<file path="config.mk">
export PLATFORM = sky130hd
export DESIGN_NAME = multicycle_control
export DESIGN_NICKNAME = d
export VERILOG_FILES = /design/src/rtl/mips_ctrl_pkg.sv /design/src/rtl/opcode_class_decode.sv /design/src/rtl/multicycle_control.sv
export SDC_FILE = /design/constraint.sdc
export NUM_CORES = 1
export LEC_CHECK = 0
export CELL_PAD_IN_SITES_DETAIL_PLACEMENT = 0
export CELL_PAD_IN_SITES_GLOBAL_PLACEMENT = 1
export CORE_MARGIN = 2
export CORE_UTILIZATION = 33
export CTS_CLUSTER_DIAMETER = 30
export DETAILED_ROUTE_END_ITERATION = 12
export GPL_TIMING_DRIVEN = 1
export PLACE_DENSITY_LB_ADDON = 0.3
export SLEW_MARGIN = 0
export SYNTH_ARGS = -nofsm -noshare
export SYNTH_HDL_FRONTEND = slang
export SYNTH_SLANG_ARGS = --single-unit
</file>
<file path="constraint.sdc">
create_clock -name clk -period 2.12 [get_ports clk]
set_input_delay 0.636 -clock clk [delete_from_list [all_inputs] [get_ports clk]]
set_output_delay 0.636 -clock clk [all_outputs]
set_load 0.03 [all_outputs]
</file>
<file path="src/rtl/mips_ctrl_pkg.sv">
// ---------------------------------------------------------------------------
// mips_ctrl_pkg : opcodes, ALU class codes, FSM states and control-word helper
// Rev 1.0
// ---------------------------------------------------------------------------
`default_nettype none

package mips_ctrl_pkg;

    localparam logic [5:0] OP_RTYPE = 6'b000000;
    localparam logic [5:0] OP_J     = 6'b000010;
    localparam logic [5:0] OP_BEQ   = 6'b000100;
    localparam logic [5:0] OP_ADDI  = 6'b001000;
    localparam logic [5:0] OP_SLTI  = 6'b001010;
    localparam logic [5:0] OP_ANDI  = 6'b001100;
    localparam logic [5:0] OP_ORI   = 6'b001101;
    localparam logic [5:0] OP_LW    = 6'b100011;
    localparam logic [5:0] OP_SW    = 6'b101011;

    // Class codes shared with the ALU control stage.
    localparam logic [2:0] ALU_ADD   = 3'b000;
    localparam logic [2:0] ALU_SUB   = 3'b001;
    localparam logic [2:0] ALU_RTYPE = 3'b010;
    localparam logic [2:0] ALU_ADDI  = 3'b011;
    localparam logic [2:0] ALU_ANDI  = 3'b100;
    localparam logic [2:0] ALU_ORI   = 3'b101;
    localparam logic [2:0] ALU_SLTI  = 3'b110;

    typedef enum logic [3:0] {
        ST_FETCH    = 4'd0,
        ST_DECODE   = 4'd1,
        ST_MEM_ADDR = 4'd2,
        ST_MEM_RD   = 4'd3,
        ST_MEM_WB   = 4'd4,
        ST_MEM_WR   = 4'd5,
        ST_R_EXEC   = 4'd6,
        ST_R_WB     = 4'd7,
        ST_I_EXEC   = 4'd8,
        ST_I_WB     = 4'd9,
        ST_BRANCH   = 4'd10,
        ST_JUMP     = 4'd11,
        ST_TRAP     = 4'd12
    } state_t;

    typedef enum logic [2:0] {
        CLS_LW      = 3'd0,
        CLS_SW      = 3'd1,
        CLS_RTYPE   = 3'd2,
        CLS_ITYPE   = 3'd3,
        CLS_BRANCH  = 3'd4,
        CLS_JUMP    = 3'd5,
        CLS_ILLEGAL = 3'd6
    } instr_class_t;

    typedef struct packed {
        logic       pc_write;
        logic       pc_write_cond;
        logic       ir_write;
        logic       reg_write;
        logic       mem_read;
        logic       mem_write;
        logic       i_or_d;
        logic       mem_to_reg;
        logic       reg_dst;
        logic       alu_src_a;
        logic [1:0] alu_src_b;
        logic [1:0] pc_source;
        logic [2:0] alu_op;
        logic       instr_done;
    } ctrl_t;

    // Moore control word for a state; FETCH and MEM_WR entries are the
    // mem_ready=1 values and get gated at the top level.
    function automatic ctrl_t state_ctrl(input state_t s, input logic [2:0] imm_alu_op);
        ctrl_t c;
        c = '0;
        case (s)
            ST_FETCH: begin
                c.mem_read  = 1'b1;
                c.ir_write  = 1'b1;
                c.pc_write  = 1'b1;
                c.alu_src_b = 2'b01;
            end
            ST_DECODE: c.alu_src_b = 2'b11;
            ST_MEM_ADDR: begin
                c.alu_src_a = 1'b1;
                c.alu_src_b = 2'b10;
            end
            ST_MEM_RD: begin
                c.mem_read = 1'b1;
                c.i_or_d   = 1'b1;
            end
            ST_MEM_WB: begin
                c.reg_write  = 1'b1;
                c.mem_to_reg = 1'b1;
                c.instr_done = 1'b1;
            end
            ST_MEM_WR: begin
                c.mem_write  = 1'b1;
                c.i_or_d     = 1'b1;
                c.instr_done = 1'b1;
            end
            ST_R_EXEC: begin
                c.alu_src_a = 1'b1;
                c.alu_op    = ALU_RTYPE;
            end
            ST_R_WB: begin
                c.reg_write  = 1'b1;
                c.reg_dst    = 1'b1;
                c.instr_done = 1'b1;
            end
            ST_I_EXEC: begin
                c.alu_src_a = 1'b1;
                c.alu_src_b = 2'b10;
                c.alu_op    = imm_alu_op;
            end
            ST_I_WB: begin
                c.reg_write  = 1'b1;
                c.instr_done = 1'b1;
                c.alu_op     = imm_alu_op;
            end
            ST_BRANCH: begin
                c.alu_src_a     = 1'b1;
                c.alu_op        = ALU_SUB;
                c.pc_write_cond = 1'b1;
                c.pc_source     = 2'b01;
                c.instr_done    = 1'b1;
            end
            ST_JUMP: begin
                c.pc_write   = 1'b1;
                c.pc_source  = 2'b10;
                c.instr_done = 1'b1;
            end
            default: c = '0;
        endcase
        return c;
    endfunction

endpackage

`default_nettype wire

</file>
<file path="src/rtl/opcode_class_decode.sv">
// ---------------------------------------------------------------------------
// opcode_class_decode : opcode -> instruction class and I-type ALU class code
// Rev 1.0
// ---------------------------------------------------------------------------
`default_nettype none

module opcode_class_decode
    import mips_ctrl_pkg::*;
(
    input  logic [5:0]   opcode_i,
    output instr_class_t iclass_o,
    output logic [2:0]   imm_alu_op_o
);

    always_comb begin
        iclass_o     = CLS_ILLEGAL;
        imm_alu_op_o = ALU_ADD;
        case (opcode_i)
            OP_LW:    iclass_o = CLS_LW;
            OP_SW:    iclass_o = CLS_SW;
            OP_RTYPE: iclass_o = CLS_RTYPE;
            OP_BEQ:   iclass_o = CLS_BRANCH;
            OP_J:     iclass_o = CLS_JUMP;
            OP_ADDI: begin
                iclass_o     = CLS_ITYPE;
                imm_alu_op_o = ALU_ADDI;
            end
            OP_ANDI: begin
                iclass_o     = CLS_ITYPE;
                imm_alu_op_o = ALU_ANDI;
            end
            OP_ORI: begin
                iclass_o     = CLS_ITYPE;
                imm_alu_op_o = ALU_ORI;
            end
            OP_SLTI: begin
                iclass_o     = CLS_ITYPE;
                imm_alu_op_o = ALU_SLTI;
            end
            default: begin
                iclass_o     = CLS_ILLEGAL;
                imm_alu_op_o = ALU_ADD;
            end
        endcase
    end

endmodule

`default_nettype wire

</file>
<file path="src/rtl/multicycle_control.sv">
// ---------------------------------------------------------------------------
// multicycle_control : main control FSM of the multicycle MIPS datapath.
// Optional feature macro: MC_ILLEGAL_TRAP_EN (sticky TRAP on unknown opcode).
// Rev 1.0
// ---------------------------------------------------------------------------
`default_nettype none

module multicycle_control
    import mips_ctrl_pkg::*;
#(
    parameter int MEM_WAIT_MAX = 0
) (
    input  logic       clk,
    input  logic       rst,
    input  logic [5:0] opcode_i,
    input  logic       mem_ready_i,
    output logic       pc_write_o,
    output logic       pc_write_cond_o,
    output logic       ir_write_o,
    output logic       reg_write_o,
    output logic       mem_read_o,
    output logic       mem_write_o,
    output logic       i_or_d_o,
    output logic       mem_to_reg_o,
    output logic       reg_dst_o,
    output logic       alu_src_a_o,
    output logic [1:0] alu_src_b_o,
    output logic [1:0] pc_source_o,
    output logic [2:0] alu_op_o,
    output logic       instr_done_o,
    output logic       illegal_o
);

    if (MEM_WAIT_MAX != 0) begin : g_mem_wait_check
        $error("MEM_WAIT_MAX is reserved and must be 0");
    end

    state_t       state_q, state_d;
    ctrl_t        ctrl_q;
    ctrl_t        w_ctrl;
    instr_class_t w_class;
    logic [2:0]   w_imm_alu_op;
    logic         w_fetch_wait;
    logic         w_wr_wait;
    logic         w_nop_done;

    opcode_class_decode u_decode (
        .opcode_i     (opcode_i),
        .iclass_o     (w_class),
        .imm_alu_op_o (w_imm_alu_op)
    );

    always_comb begin
        state_d = state_q;
        case (state_q)
            ST_FETCH:    if (mem_ready_i) state_d = ST_DECODE;
            ST_DECODE: begin
                case (w_class)
                    CLS_LW, CLS_SW: state_d = ST_MEM_ADDR;
                    CLS_RTYPE:      state_d = ST_R_EXEC;
                    CLS_ITYPE:      state_d = ST_I_EXEC;
                    CLS_BRANCH:     state_d = ST_BRANCH;
                    CLS_JUMP:       state_d = ST_JUMP;
`ifdef MC_ILLEGAL_TRAP_EN
                    default:        state_d = ST_TRAP;
`else
                    default:        state_d = ST_FETCH;
`endif
                endcase
            end
            ST_MEM_ADDR: state_d = (w_class == CLS_SW) ? ST_MEM_WR : ST_MEM_RD;
            ST_MEM_RD:   if (mem_ready_i) state_d = ST_MEM_WB;
            ST_MEM_WR:   if (mem_ready_i) state_d = ST_FETCH;
            ST_R_EXEC:   state_d = ST_R_WB;
            ST_I_EXEC:   state_d = ST_I_WB;
`ifdef MC_ILLEGAL_TRAP_EN
            ST_TRAP:     state_d = ST_TRAP;
`endif
            default:     state_d = ST_FETCH;
        endcase
    end

    // The control word is registered alongside the state; I_WB keeps the
    // class code chosen when I_EXEC was entered.
    always_ff @(posedge clk) begin
        if (rst) begin
            state_q <= ST_FETCH;
            ctrl_q  <= state_ctrl(ST_FETCH, ALU_ADD);
        end else begin
            state_q <= state_d;
            ctrl_q  <= state_ctrl(state_d,
                                  (state_d == ST_I_WB) ? ctrl_q.alu_op : w_imm_alu_op);
        end
    end

    assign w_fetch_wait = (state_q == ST_FETCH)  && !mem_ready_i;
    assign w_wr_wait    = (state_q == ST_MEM_WR) && !mem_ready_i;
    assign w_ctrl       = rst ? '0 : ctrl_q;

`ifdef MC_ILLEGAL_TRAP_EN
    assign w_nop_done = 1'b0;
    assign illegal_o  = !rst && (state_q == ST_TRAP);
`else
    // An unknown opcode retires from DECODE as a two-cycle nop.
    assign w_nop_done = !rst && (state_q == ST_DECODE) && (w_class == CLS_ILLEGAL);
    assign illegal_o  = 1'b0;
`endif

    assign pc_write_o      = w_ctrl.pc_write && !w_fetch_wait;
    assign ir_write_o      = w_ctrl.ir_write && !w_fetch_wait;
    assign instr_done_o    = (w_ctrl.instr_done && !w_wr_wait) || w_nop_done;
    assign pc_write_cond_o = w_ctrl.pc_write_cond;
    assign reg_write_o     = w_ctrl.reg_write;
    assign mem_read_o      = w_ctrl.mem_read;
    assign mem_write_o     = w_ctrl.mem_write;
    assign i_or_d_o        = w_ctrl.i_or_d;
    assign mem_to_reg_o    = w_ctrl.mem_to_reg;
    assign reg_dst_o       = w_ctrl.reg_dst;
    assign alu_src_a_o     = w_ctrl.alu_src_a;
    assign alu_src_b_o     = w_ctrl.alu_src_b;
    assign pc_source_o     = w_ctrl.pc_source;
    assign alu_op_o        = w_ctrl.alu_op;

endmodule

`default_nettype wire

</file>
==> reports/results.txt <==
status - complete, but fails checks
violated checks - negative setup slack
critical path type - flop to output port
Worst Hold Launch - ctrl_q[2]
Seq/Total Area, Yosys - 0.3108
io pins - 28
endpoints failing hold - 0
Core ar. - 0.003971 sq mm
Clock Tree Root - clkbuf_8
clk_skew - 3.884 ps
Die H - 68.02 um
die area - 0.004627 sq mm
RR Endpoint - ctrl_q[13]
min Tclk post-route - 2239 ps
Vias/cell - 5.100
Final Util - 0.5394
biggest area consumer among synthesized cells - dfxtp_1
DRC viols - 0
Cell variety after synth - 54
die width - 68.02 um
synth top area cells - dfxtp_1 31%, nor2b_1 8.3%, nor2_1 5.0%
Final Instance Area - 0.002142 sq mm
DR iter-0 viols - 26
DP Area - 0.001949 sq mm
ys async rst share - 0
hold depth - 2
Critical Path Start - state_q[3]
largest net degree at the start of global routing - 14
slowest CP cell - or4b_4
worst skew pair latency - 260 ps
top sig layer - met4
Global Route Usage Sum - 0.1828
syn_nets - 180
wire length per cell - 13.57 um
Overflow after GRT - 0
Syn Inst Count - 171
cell area after synthesis - 0.001353 sq mm
ys flop type - dfxtp_1
Post-Place Setup Slack - -607.7 ps
final setup TNS - -127.0 ps
n_diodes - 0
final critical-path share of the clock period - 1.056
number of synthesized flops with an enable pin - 0
layout cell share with drive strength beyond 1 - 0.4854
1st-pass router iterations - 4
Yosys reg bits - 21
Pleak - 0.8976 nW
max_cap viols - 0
r2r setup slk - -10 ps
gpl congestion - 0.8454
Critical Path RT - 1480 ps
R2R depth - 7
wire length on met2 - 1970 um
initial antenna violation count - 0
top-area cell type share of the netlist area - 0.3108
ANT nets after route - 0
CP max stage delay - 550 ps
worst path arrival time - 1600 ps
CTS buffer count - 3
Syn Area/Cell - 7.910 sq um
CTS tree - built
power density cells - 421.7 mW/mm^2
CTS Hold Bufs - 0
Hold Crit Class - flop to flop
worst path cell trace - or4b_4 -> o21bai_1 -> a21oi_2 -> buf_6
Startpoint Class - flop
pins over their slew limit - 0
starting density of the core - 0.3406
Worst setup EP type - output port
P&R area growth vs syn - 58.37%
largest buffer count on any clock path - 2
clock-pin slew on the worst setup and hold paths - 70 ps
final worst setup slack - -119.3 ps
Post-Route WL - 3923 um
first-pass GRT wire length - 6313 um
critical-path maximum fanout - 2
unrepaired setup endpoints after global routing - yes
nets@finish - 249
reg2reg start - state_q[3]
hold path endpoint - ctrl_q[2]
Metal-1 WL - 1796 um
final number of setup-violating endpoints - 3
floorplan row count - 23
routed via count - 1474
port bufs - 26
VDD IR-drop max - 0.0003277 V
vias in the first global route - 1381
most frequent cells in the layout - 64 x buf_4, 20 x dfxtp_1, 16 x nor2b_1
Final Hold Slack - 543.0 ps
detailed-placement wirelength estimate - 3034 um
Max Freq - 0.4466 GHz
htree depth - 1
synth warn - 0
clock sink count - 21
commonest non-fill, non-tap cell in the layout - buf_4
metal3 WL - 121 um
-- worst max path at each step --
stage          cells after the start  slack, ps              to
2_1_floorplan                      4        -60  pc_source_o[0]
3_3_place_gp                       6       -560    instr_done_o
3_5_place_dp                       7       -610      ctrl_q[13]
4_1_cts                            4       -130    instr_done_o
5_1_grt                            4       -170    instr_done_o
6_report                           4       -120    instr_done_o
-- sequential cells by signal, indices dropped and copies added (netlist names) --
register,count
ctrl_q,17
state_q,4
-- cells in the mapped netlist (2+ instances only) --
cell type and instances:
a211oi_1 2, o22ai_1 2, o21a_1 4, a21o_1 3
nor2_1 18, dfxtp_1 21, o21ai_0 6, clkbuf_1 10
buf_4 2, o211ai_1 3, and2_1 2, inv_1 4
or3_1 3, nor4b_1 2, nand2b_1 3, nor3_1 7
nor3b_1 2, nor4_1 4, nor2b_1 18, nand2_1 7
a21oi_1 13, and3_1 2, a31o_2 2
-- cells by family after synthesis --
group,synth area share
xor gates and xnor gates,0.006477
other,0.002773
muxes,0.007401
DFF,0.3108
and+or+nand+nor,0.3580
AOI/OAI and AO/OA,0.2498
buffers and inverters,0.06474
-- per-stage QoR --
step                      power, mW  instances
after floorplan              0.5442        171
after global placement       0.6336        281
after detailed placement     0.6385        281
after CTS                    0.9036        290
after global routing         0.9545        289
final                        0.9033        289
-- where the power goes --
part / internal, mW / total, mW / switching, mW
clock: 0.131 / 0.255 / 0.124
combinational: 0.113 / 0.241 / 0.128
sequential: 0.405 / 0.407 / 0.00250
-- timing repair --
item / CTS / global route
endpoints found under the setup margin: 35 / 16
gates resized for setup: 40 / 21
gates cloned: 0 / 0
endpoints found under the hold margin: 0 / 0
setup buffers: 5 / 0
pin swaps: 14 / 7
-- metal layers --
metal,vias to the layer above,track usage
met3,5,0.03454
li1,755,-
met5,-,0
met1,691,0.2325
met4,0,0.04500
met2,23,0.3167
-- worst max-delay path, delay by kind of cell, from the launching register on --
kind,cells,cell delay [ps]
buffers and inverters,1,140
DFF,1,320
AOI/OAI and AO/OA,2,330
and+or+nand+nor,1,550
-- layout make-up --
class	instances	area (sq um)
Fill cell	366	1829
Multi-Input combinational cell	131	977.2
Timing Repair Buffer	79	619.3
Sequential cell	21	421.7
Tap cell	50	62.56
Clock buffer	3	41.29
Inverter	4	15.01
Clock inverter	1	5.005
Power figures use the tool's default switching activity.
